File: src/rtl/mux_nx1_pipe_if.sv
// rtl/mux_nx1_pipe_if.sv - upstream/downstream handshake bundle for mux_nx1_pipe
interface mux_nx1_pipe_if #(
  parameter int WIDTH = 32,
  parameter int N     = 4,
  parameter int SEL_W = 2
);
  logic                 in_valid;
  logic                 in_ready;
  logic [SEL_W-1:0]     sel;
  logic [N*WIDTH-1:0]   data_in;
  logic                 flush;
  logic                 out_valid;
  logic                 out_ready;
  logic [WIDTH-1:0]     out_data;
  logic [SEL_W-1:0]     out_sel;
  logic                 out_err;

  modport master (
    output in_valid, sel, data_in, flush, out_ready,
    input  in_ready, out_valid, out_data, out_sel, out_err
  );

  modport slave (
    input  in_valid, sel, data_in, flush, out_ready,
    output in_ready, out_valid, out_data, out_sel, out_err
  );
endinterface

File: src/rtl/mux_nx1_pipe.sv
// rtl/mux_nx1_pipe.sv - N:1 channel select feeding a 2-entry skid buffer
module mux_nx1_pipe #(
  parameter int WIDTH = 32,
  parameter int N     = 4,
  parameter int SEL_W = 2
) (
  input  logic              clk,
  input  logic              rst,
  mux_nx1_pipe_if.slave     bus,
  output logic [7:0]        err_cnt
);

  typedef enum logic [1:0] {EMPTY = 2'd0, ONE = 2'd1, FULL = 2'd2} state_t;

  state_t             state_q, state_d;
  logic [WIDTH-1:0]   head_data, skid_data, new_data;
  logic [SEL_W-1:0]   head_sel, skid_sel;
  logic               head_err, skid_err, new_err;
  logic               xfer, pop;
  logic               load_head, load_skid, head_from_skid;

  // in_ready is held low while reset is asserted, otherwise purely state-decoded
  assign bus.in_ready  = rst && (state_q != FULL);
  assign bus.out_valid = (state_q == ONE) || (state_q == FULL);
  assign bus.out_data  = head_data;
  assign bus.out_sel   = head_sel;
  assign bus.out_err   = head_err;

  assign xfer    = bus.in_valid && bus.in_ready;
  assign pop     = bus.out_valid && bus.out_ready;
  assign new_err = (32'(bus.sel) >= N);

  // Out-of-range selects match no channel and yield zero data
  always_comb begin
    new_data = '0;
    for (int k = 0; k < N; k++) begin
      if (32'(bus.sel) == k) new_data = bus.data_in[k*WIDTH +: WIDTH];
    end
  end

  always_comb begin
    state_d        = state_q;
    load_head      = 1'b0;
    load_skid      = 1'b0;
    head_from_skid = 1'b0;
    case (state_q)
      EMPTY: begin
        if (xfer) begin
          state_d   = ONE;
          load_head = 1'b1;
        end
      end
      ONE: begin
        if (xfer && !pop) begin
          state_d   = FULL;
          load_skid = 1'b1;
        end else if (pop && !xfer) begin
          state_d   = EMPTY;
        end else if (xfer && pop) begin
          load_head = 1'b1;
        end
      end
      FULL: begin
        if (pop) begin
          state_d        = ONE;
          head_from_skid = 1'b1;
        end
      end
      default: state_d = EMPTY;
    endcase
    if (bus.flush) begin
      state_d        = EMPTY;
      load_head      = 1'b0;
      load_skid      = 1'b0;
      head_from_skid = 1'b0;
    end
  end

  always_ff @(posedge clk or negedge rst) begin
    if (!rst) state_q <= EMPTY;
    else      state_q <= state_d;
  end

  always_ff @(posedge clk or negedge rst) begin
    if (!rst) begin
      head_data <= '0;
      head_sel  <= '0;
      head_err  <= 1'b0;
    end else if (load_head) begin
      head_data <= new_data;
      head_sel  <= bus.sel;
      head_err  <= new_err;
    end else if (head_from_skid) begin
      head_data <= skid_data;
      head_sel  <= skid_sel;
      head_err  <= skid_err;
    end
  end

  always_ff @(posedge clk or negedge rst) begin
    if (!rst) begin
      skid_data <= '0;
      skid_sel  <= '0;
      skid_err  <= 1'b0;
    end else if (load_skid) begin
      skid_data <= new_data;
      skid_sel  <= bus.sel;
      skid_err  <= new_err;
    end
  end

  // Counts every accepted bad select, including ones a flush later discards
  always_ff @(posedge clk or negedge rst) begin
    if (!rst) err_cnt <= 8'd0;
    else if (xfer && new_err && (err_cnt != 8'hFF)) err_cnt <= err_cnt + 8'd1;
  end

endmodule

File: src/flat_wrapper.sv
// flat-port wrapper written by rule: the top's interface ports become plain ports
module mux_nx1_pipe_flat 
#(
  parameter int WIDTH = 32,
  parameter int N     = 4,
  parameter int SEL_W = 2
)
  (clk, rst, err_cnt, bus_in_valid, bus_sel, bus_data_in, bus_flush, bus_out_ready, bus_in_ready, bus_out_valid, bus_out_data, bus_out_sel, bus_out_err);
  mux_nx1_pipe_if #(.WIDTH(WIDTH), .N(N), .SEL_W(SEL_W)) bus_i ();
  input  logic clk;
  input  logic rst;
  output logic [7:0] err_cnt;
  input wire logic [$bits(bus_i.in_valid)-1:0] bus_in_valid;
  input wire logic [$bits(bus_i.sel)-1:0] bus_sel;
  input wire logic [$bits(bus_i.data_in)-1:0] bus_data_in;
  input wire logic [$bits(bus_i.flush)-1:0] bus_flush;
  input wire logic [$bits(bus_i.out_ready)-1:0] bus_out_ready;
  output wire logic [$bits(bus_i.in_ready)-1:0] bus_in_ready;
  output wire logic [$bits(bus_i.out_valid)-1:0] bus_out_valid;
  output wire logic [$bits(bus_i.out_data)-1:0] bus_out_data;
  output wire logic [$bits(bus_i.out_sel)-1:0] bus_out_sel;
  output wire logic [$bits(bus_i.out_err)-1:0] bus_out_err;
  assign bus_i.in_valid = bus_in_valid;
  assign bus_i.sel = bus_sel;
  assign bus_i.data_in = bus_data_in;
  assign bus_i.flush = bus_flush;
  assign bus_i.out_ready = bus_out_ready;
  assign bus_in_ready = bus_i.in_ready;
  assign bus_out_valid = bus_i.out_valid;
  assign bus_out_data = bus_i.out_data;
  assign bus_out_sel = bus_i.out_sel;
  assign bus_out_err = bus_i.out_err;
  mux_nx1_pipe #(.WIDTH(WIDTH), .N(N), .SEL_W(SEL_W)) u_core (.clk(clk), .rst(rst), .bus(bus_i), .err_cnt(err_cnt));
endmodule
File: config.mk
export PLATFORM = sky130hd
export DESIGN_NAME = mux_nx1_pipe_flat
export DESIGN_NICKNAME = d
export VERILOG_FILES = /design/src/rtl/mux_nx1_pipe_if.sv /design/src/rtl/mux_nx1_pipe.sv /design/src/flat_wrapper.sv
export SDC_FILE = /design/constraint.sdc
export NUM_CORES = 1
export LEC_CHECK = 0
export BUFFER_PORTS_ARGS = -buffer_cell sky130_fd_sc_hd__buf_2
export CAP_MARGIN = 20
export CORE_MARGIN = 1.5
export CORE_UTILIZATION = 51
export DETAILED_ROUTE_END_ITERATION = 10
export PLACE_DENSITY_LB_ADDON = 0.25
export SLEW_MARGIN = 0
export SYNTH_ARGS = -nofsm -noshare
export SYNTH_HDL_FRONTEND = slang
export SYNTH_SLANG_ARGS = --single-unit
File: constraint.sdc
create_clock -name clk -period 3.1 [get_ports clk]
set_input_delay 0.62 -clock clk [delete_from_list [all_inputs] [get_ports clk]]
set_output_delay 0.62 -clock clk [all_outputs]
set_load 0.05 [all_outputs]
# After elaboration in Yosys (flattened, before gate mapping)
# Index checks and enable logic that the tools add are counted.
classes:
  add_sub_neg: 0
  n_mul: 0
  div: 0
  magnitude_cmp: 0
  n_eq_ne: 9
  shifts: 0
  n_mux: 28
  bitwise_logic: 0
  n_reduce_logical: 13
ops:
  columns: ["operator", "n"]
  rows:
  - ["$mux 32", 6]
  - ["$mux 2", 7]
  - ["$mux 1", 13]
  - ["$eq 2x2->1 const B", 3]
  - ["$logic_and 1x1->1", 6]
  - ["$ne 3x2->1 const B", 2]
  - ["$pmux 2 s3", 1]
  - ["$eq 2x1->1 const B", 2]
  - ["$logic_not 2->1", 2]
  - ["$ne 4x4->1 const B", 1]
  - ["$reduce_and 3->1", 1]
  - ["$logic_not 1->1", 2]
  - ["$ne 2x2->1 const B", 1]
  - ["$pmux 1 s2", 1]
  - ["$reduce_bool 2->1", 1]
  - ["$logic_or 1x1->1", 1]
totals:
  regBits: 71
  latch_bits: 0
  ram_bits: 0
  rom_bits: 0
  output_inout_bits: 45
  n_memories: 0

# Depth between registers and ports, before layout
# Gate-level depths: netlist of run 1.
depth:
  word_depth: 10
  mapped_depth: 8

# Least setup slack after synthesis of run 1
# OpenSTA, ideal clock, no wires.
synth_path:
  path_type: "register to register"
  from: "reg u_core.state_q[0]"
  to: "reg u_core.state_q[0]"
  setup_ns: 0.125
  arrival_time_ns: 1.992
  t_required_ns: 2.975
  path_slack_ns: 0.983
  stages_incl_launch_ff: 7
  n_path_buf: 0
  path_cell_list: "dfrtp_1 -> inv_1 -> ha_1 -> nand2_1 -> xnor2_1 -> a221oi_2 -> mux2_2"
synth_via:
  elab_chain_len: 8
synth_lines:
  columns: ["item", "line", "rtl"]
  rows:
  - ["from (decl)", "mux_nx1_pipe.sv:15", "state_t state_q, state_d;"]
  - ["from (signal assigned)", "mux_nx1_pipe.sv:81", "else state_q <= state_d;"]
  - ["$eq 2x1->1 or $eq 2x2->1 (tied branches)", "mux_nx1_pipe.sv:24", "assign bus.out_valid = (state_q == ONE) || (state_q == FULL);"]
  - ["$logic_or 1x1->1 (*)", "mux_nx1_pipe.sv:24", null]
  - ["net bus_out_valid", "flat_wrapper.sv:19", "output wire logic [$bits(bus_i.out_valid)-1:0] bus_out_valid;"]
  - ["$logic_and 1x1->1 (*)", "mux_nx1_pipe.sv:30", "assign pop = bus.out_valid && bus.out_ready;"]
  - ["$logic_not 1->1", "mux_nx1_pipe.sv:54", "if (xfer && !pop) begin"]
  - ["$logic_and 1x1->1", "mux_nx1_pipe.sv:54", null]
  - ["$mux 2", "mux_nx1_pipe.sv:54", null]
  - ["$pmux 2 s3", "mux_nx1_pipe.sv:46", "case (state_q)"]
  - ["$mux 2", "mux_nx1_pipe.sv:71", "if (bus.flush) begin"]
# Mark *: on every way through the listed nets, which the timed path passes. The rest lies on a longest branch.
# A chain may end at the register's enable or synchronous reset.

# Final worst setup path of run 1
layout_path:
  from: "reg u_core.state_q[0]"
  to: "reg u_core.skid_sel[0]"
layout_via:
  elab_chain_len: 8
layout_lines:
  columns: ["item", "line", "rtl"]
  rows:
  - ["$eq 2x1->1 or $eq 2x2->1 (tied branches)", "mux_nx1_pipe.sv:24, mux_nx1_pipe.sv:46", null]
  - ["$logic_or 1x1->1", "mux_nx1_pipe.sv:24", null]
  - ["$logic_and 1x1->1", "mux_nx1_pipe.sv:30", null]
  - ["$logic_not 1->1", "mux_nx1_pipe.sv:54", null]
  - ["$logic_and 1x1->1", "mux_nx1_pipe.sv:54", null]
  - ["$mux 1", "mux_nx1_pipe.sv:54", null]
  - ["$mux 1 (*)", "mux_nx1_pipe.sv:46", null]
  - ["$mux 1 (*)", "mux_nx1_pipe.sv:71", null]
  - ["to (signal assigned)", "mux_nx1_pipe.sv:107", "skid_sel <= bus.sel;"]
  - ["to (decl)", "mux_nx1_pipe.sv:17", "logic [SEL_W-1:0] head_sel, skid_sel;"]
# Mark *: on every way between the ends. The rest lies on a longest branch, timed or not.

==> impl_metrics.yaml, run 1 <==
outcome:
  run_status: "completed"
logic_synthesis:
  yosysTopAreaCell: "dfrtp_1"
  ys_ff_latch: 70
  number_of_enable_type_register_cells_in_the_synthesized_netlist: 0
  ys_warn_count: 0
  syn_avg_cell_area_um2: 13.4
  synth.top_cells.by_area: "dfrtp_1, mux4_2, mux2_2, mux2i_1, o21ai_0"
  post_synth_instance_area_um2: 3930
  yosys_most_used_dff: "dfrtp_1"
  sequential_to_total_area_share_from_yosys_stat_pct: 44.6
  async_flop_share_pct: 100
  post-synth-top-area-fraction_pct: 44.6
  yosys.cell_types.count: 32
  synth_cells: 294
sta:
  worst_slew_pin_slew_ns: 0.824
  worst_hold_margin_ns: 0.340
  max_clock_freq_mhz: 441
  setup-violations-final: 0
  total_count_of_hold_check_failures_in_the_final_report: 0
  timing_max_transition_violations_final: 0
  timing.setup.tns_ns: 0
  min_period_over_period_pct: 73.1
  grt_setup_unrepaired: "no"
  min_period_ns: 2.27
  finClkSkew_ns: 0.0104
  relSlewSlack_pct: 45.1
power:
  combPwrFrac_pct: 44.0
  power_per_cell_area_nw_per_um2: 819
  clock_power_share_pct: 18.4
  internal-power_uw: 2340
  power.share.switching_pct: 43.2
  worst_ir_drop_vdd_mv: 0.561
  p_leak_uw: 0.00263
  netSwitchingPower_uw: 1780
  power_frac_seq_pct: 37.6
cells_and_area:
  drive_gt1_share_pct: 55.5
  syn2layout_area_growth_pct: 28.0
  mostFrequentLayoutCell: "buf_2"
  mostFrequentLayoutCells: "buf_2, dfrtp_1, nand2_1"
  antenna_cells_inserted: 0
  fillCellCount: 572
  net_count_of_the_finished_layout: 599
drt:
  post_drt_via_cell_ratio: 5.31
  routed_wirelength_um: 8680
  route.detailed.drc: 0
  ant_nets: 0
  first_iter_violations: 122
  drt_pass1_iterations: 4
  vias_post_dr: 2997
  wl_per_cell_um: 15.4
clocking:
  clk_latency_ns: 0.34
  clkTransAtPathRegs_ns: 0.07
  postCtsHoldBufs: 0
  cts_buffers: 9
  htree_num_levels: 3
  post_cts.resized_instances: 0
  cts_setup_buffers: 0
  cts_tree: "yes"
  tritoncts_num_sinks: 70
  cts_buffer_depth: 2
  cts_root_buffer: "clkbuf_8"
grt:
  gr-usage-met2_pct: 38.5
  grt_start_max_net_pins: 39
  first_global_vias: 3004
  grt_pass1_wl_um: 14300
  grtUsageTotal_pct: 22.2
  grt.overflow.total: 0
  busiest_layer: "met2"
  met1_usage_pct: 28.2
  grtUsageMet3_pct: 3.54
  number_of_antenna_violations_at_the_first_check_in_global_routing: 0
floorplanning:
  die_height_um: 90.7
  io-pin-count: 180
  die_x_um: 90.7
  starting_density_of_the_core_pct: 53.5
  design.die.area_um2: 8230
  core_um2: 7330
  rows: 31
setup_path:
  critical_path.max_stage_delay_ns: 0.43
  worst_setup_path_end_kind: "flip-flop"
  timing.critical_path.arrival_ns: 2.48
  r2r-start: "u_core.state_q[0]$_DFFE_PN0P_"
  regToRegSetupSlack_ns: 0.83
  critPathTopFamily: "simple AND/OR/NAND/NOR gates"
  critical_path_startpoint: "u_core.state_q[0]$_DFFE_PN0P_"
  ff2ff_path_depth: 7
  crit_path_max_delay_cell_type: "nand3_2"
  crit_path_max_fanout: 19
  worstPathCellList: "inv_1, ha_1, nand3b_4, nor2_2, nand3_2, buf_12, mux2_1"
  required_ns: 3.32
  cp.depth: 7
  worst_setup_path_endpoint: "u_core.skid_sel[0]$_DFFE_PN0P_"
  path_buf_inv: 2
  r2r_end: "u_core.skid_sel[0]$_DFFE_PN0P_"
  setup.worst_path.start_class: "flip-flop"
  worst-setup-path-type: "reg2reg"
job:
  max_cap_violations: 0
hold_path:
  min-delay-path-class: "in2async"
place:
  hpwlAfterDp_um: 6550
  gp_routability_congestion: 0.774
  io_buffers: 170
==> Yosys cell counts (2+ instances only) <==
| library cell | instances |
|---|---|
| a22oi_1 | 2 |
| buf_2 | 9 |
| buf_4 | 14 |
| buf_6 | 4 |
| clkbuf_1 | 4 |
| dfrtp_1 | 70 |
| ha_1 | 4 |
| inv_1 | 2 |
| mux2_1 | 4 |
| mux2_2 | 31 |
| mux2i_1 | 32 |
| mux4_1 | 4 |
| mux4_2 | 28 |
| nand2_1 | 36 |
| nand3b_1 | 2 |
| nor2_1 | 2 |
| o21ai_0 | 31 |
==> final cells by class <==
cell class	instances	area [um^2]	area share (%)
Multi-Input combinational cell	199	1990	39.7
Sequential cell	70	1750	34.9
Timing Repair Buffer	178	938	18.7
Clock buffer	11	151	3.01
Tap cell	99	124	2.47
Clock inverter	5	57.6	1.15
Inverter	2	7.51	0.149
==> registers in the layout, summed over array words and instances (netlist names) <==
register and count:
u_core.bus.out_data 32, u_core.bus.out_sel 2, u_core.skid_data 32, u_core.state_q 2, u_core.skid_sel 2
==> per-layer routing <==
layer / up-vias / wire (um)
met5: - / 0
met4: 0 / 115
met3: 8 / 484
met2: 119 / 4440
met1: 1469 / 3650
li1: 1401 / -
==> worst min-delay path by stage <==
| stage | startpoint | to | slack (ns) | depth (start not counted) |
|---|---|---|---|---|
| floorplan | rst | u_core.bus.out_data[0]$_DFFE_PN0P_ | 0.32 | 0 |
| global placement | u_core.skid_sel[0]$_DFFE_PN0P_ | u_core.bus.out_sel[0]$_DFFE_PN0P_ | 0.47 | 2 |
| detailed placement | u_core.skid_data[11]$_DFFE_PN0P_ | u_core.skid_data[11]$_DFFE_PN0P_ | 0.48 | 1 |
| CTS | rst | u_core.skid_data[7]$_DFFE_PN0P_ | 0.35 | 2 |
| global route | rst | u_core.bus.out_data[12]$_DFFE_PN0P_ | 0.37 | 2 |
| finish | rst | u_core.bus.out_data[12]$_DFFE_PN0P_ | 0.34 | 2 |
==> power by group through the flow <==
stage	Sequential [uW]	Clock [uW]	Combinational (uW)
after CTS	1550	767	1830
after global placement	1540	0	1780
after global routing	1600	813	1920
final	1550	756	1810
after floorplan	2280	0	630
after detailed placement	1560	0	1830
==> cells by family after synthesis <==
logic type,after synthesis,share of synthesized area (%)
xor gates and xnor gates,1,0.223
AOI/OAI and AO/OA,38,5.39
muxes,99,36.9
adders and majority gates,4,1.28
other,1,0.0955
buffers and inverters,33,5.55
DFF,70,44.6
and+or+nand+nor,48,5.90
==> per-stage QoR <==
| step | util (%) | total power [uW] | std cells | cell area [um^2] | worst slack, ns |
|---|---|---|---|---|---|
| floorplan | - | 2910 | 302 | 3960 | 0.983 |
| detailed placement | 65.7 | 3390 | 548 | 4810 | 0.770 |
| CTS | 68.5 | 4150 | 564 | 5020 | 0.812 |
| global route | 68.5 | 4330 | 564 | 5020 | 0.689 |
| finish | 68.5 | 4110 | 564 | 5020 | 0.835 |
| global placement | 65.7 | 3320 | 548 | 4810 | 0.808 |
==> worst reg2reg max path, cell delays in order, from the launching register on <==
cell	delay [ns]
dfrtp_1	0.37
inv_1	0.09
ha_1	0.26
nand3b_4	0.21
nor2_2	0.11
nand3_2	0.43
buf_12	0.36
mux2_1	0.32
(Power assumes the default switching activity.)
==> run 2: changes to the inputs <==
CORE_UTILIZATION = 47   (was 51)
clock period = 2.3 ns   (was 3.1 ns; I/O delays follow)
==> run 2 against run 1 <==
Net effect:
- non-clock buffer count grew 1
- worst setup slack lost 0.44 ns
- core utilization fell by 6.9 points
- total power grew 33%
- critical endpoint is now bus_in_ready
- highest routed layer unchanged
==> impl_metrics.yaml, run 2 (synthesized netlist as in run 1, its figures left out) <==
clocking:
  cts_setup_buffers: 0
  cts_root_buffer: "clkbuf_8"
  clk_latency_ns: 0.34
  postCtsHoldBufs: 0
  cts_buffers: 9
  clkTransAtPathRegs_ns: 0.07
  cts_tree: "yes"
  tritoncts_num_sinks: 70
  cts_buffer_depth: 2
  post_cts.resized_instances: 0
  htree_num_levels: 3
cells_and_area:
  antenna_cells_inserted: 0
  net_count_of_the_finished_layout: 600
  mostFrequentLayoutCells: "buf_2, dfrtp_1, nand2_1"
  syn2layout_area_growth_pct: 27.6
  mostFrequentLayoutCell: "buf_2"
  drive_gt1_share_pct: 55.1
sta:
  timing_max_transition_violations_final: 0
  min_period_over_period_pct: 82.7
  relSlewSlack_pct: 41.3
  worst_hold_margin_ns: 0.347
  grt_setup_unrepaired: "no"
  worst_slew_pin_slew_ns: 0.880
  min_period_ns: 1.90
  total_count_of_hold_check_failures_in_the_final_report: 0
  finClkSkew_ns: 0.00744
  max_clock_freq_mhz: 526
  setup-violations-final: 0
  timing.setup.tns_ns: 0
hold_path:
  min-delay-path-class: "in2async"
power:
  p_leak_uw: 0.00262
  power_per_cell_area_nw_per_um2: 1090
  worst_ir_drop_vdd_mv: 0.636
setup_path:
  required_ns: 1.84
  r2r-start: "u_core.state_q[0]$_DFFE_PN0P_"
  worst-setup-path-type: "reg2out"
  critical_path.max_stage_delay_ns: 0.38
  r2r_end: "u_core.skid_data[13]$_DFFE_PN0P_"
  crit_path_max_fanout: 6
  setup.worst_path.start_class: "flip-flop"
  timing.critical_path.arrival_ns: 1.44
  worstPathCellList: "inv_1, ha_1, nor2b_1, buf_2"
  ff2ff_path_depth: 7
  regToRegSetupSlack_ns: 0.42
  crit_path_max_delay_cell_type: "dfrtp_1"
  worst_setup_path_end_kind: "output port"
  critical_path_startpoint: "u_core.state_q[0]$_DFFE_PN0P_"
place:
  hpwlAfterDp_um: 6270
  gp_routability_congestion: 0.746
  io_buffers: 170
job:
  max_cap_violations: 0
floorplanning:
  design.die.area_um2: 8910
  die_height_um: 94.4
  starting_density_of_the_core_pct: 48.3
  rows: 33
  core_um2: 8130
  die_x_um: 94.4
  io-pin-count: 180
drt:
  route.detailed.drc: 0
  wl_per_cell_um: 15.0
  post_drt_via_cell_ratio: 5.26
  first_iter_violations: 119
  routed_wirelength_um: 8540
  ant_nets: 0
  vias_post_dr: 3000
  drt_pass1_iterations: 4
grt:
  first_global_vias: 3021
  grt.overflow.total: 0
  grtUsageTotal_pct: 20.3
  number_of_antenna_violations_at_the_first_check_in_global_routing: 0
  grt_start_max_net_pins: 71
  grt_pass1_wl_um: 13700
outcome:
  run_status: "completed"
## run 2: changes by cell type in the layout (fill, tap and decap cells not counted)
cell | before | now
buf_4 | 7 | 8
clkbuf_1 | 0 | 2
clkbuf_8 | 11 | 9
clkinv_2 | 1 | 2
clkinv_4 | 0 | 1
clkinvlp_4 | 3 | 0
## run 2: cell type report
class / instances / area, um^2
clock inverters: 4 / 48.8
well taps: 105 / 131
clock buffers: 11 / 131
fillers: 628 / 3130
multi-input cells: 199 / 1990
flip-flops and latches: 70 / 1750
repair buffers: 179 / 946
inverters: 2 / 7.51
## run 2: how the worst max path moves through the flow
stage,endpoint,slack [ns],depth (start not counted)
finish,bus_in_ready,0.40,4
global placement,u_core.skid_data[11]$_DFFE_PN0P_,0.44,4
detailed placement,u_core.skid_data[10]$_DFFE_PN0P_,0.39,4
global route,u_core.skid_data[13]$_DFFE_PN0P_,0.30,7
CTS,bus_in_ready,0.38,4
floorplan,u_core.state_q[0]$_DFFE_PN0P_,0.18,6
## run 2: power by group
group	leakage (uW)	switching [uW]	total, uW	internal [uW]
logic	0.00165	1640	2440	798
clock network	0.0000931	439	933	494
registers	0.000879	288	2080	1800
## run 2: per-layer routing
| layer | wire length (um) | vias up | track usage (%) | part of all wire [%] |
|---|---|---|---|---|
| met4 | 161 | 0 | 8.71 | 1.9 |
| met3 | 583 | 13 | 3.22 | 6.8 |
| met1 | 3490 | 1456 | 25.9 | 41 |
| li1 | - | 1405 | - | - |
| met5 | 0 | - | 0 | 0 |
| met2 | 4310 | 126 | 34.4 | 50 |
## run 2: worst max-delay path, delay by kind of cell (launching register included)
kind | cells | cell delay (ns)
AND/OR/NAND/NOR | 1 | 0.12
buffers and inverters | 2 | 0.34
adder cells (fa/ha/maj) | 1 | 0.26
flip-flops | 1 | 0.38
## run 2: per-stage QoR
step | total power (uW) | cell area, um^2 | cells | worst slack (ns) | utilization (%)
2_1_floorplan | 3920 | 3960 | 302 | 0.183 | -
3_5_place_dp | 4570 | 4830 | 555 | 0.390 | 59.4
5_1_grt | 5780 | 5010 | 570 | 0.298 | 61.6
3_3_place_gp | 4490 | 4830 | 555 | 0.443 | 59.4
6_report | 5460 | 5010 | 570 | 0.398 | 61.6
4_1_cts | 5520 | 5010 | 570 | 0.378 | 61.6
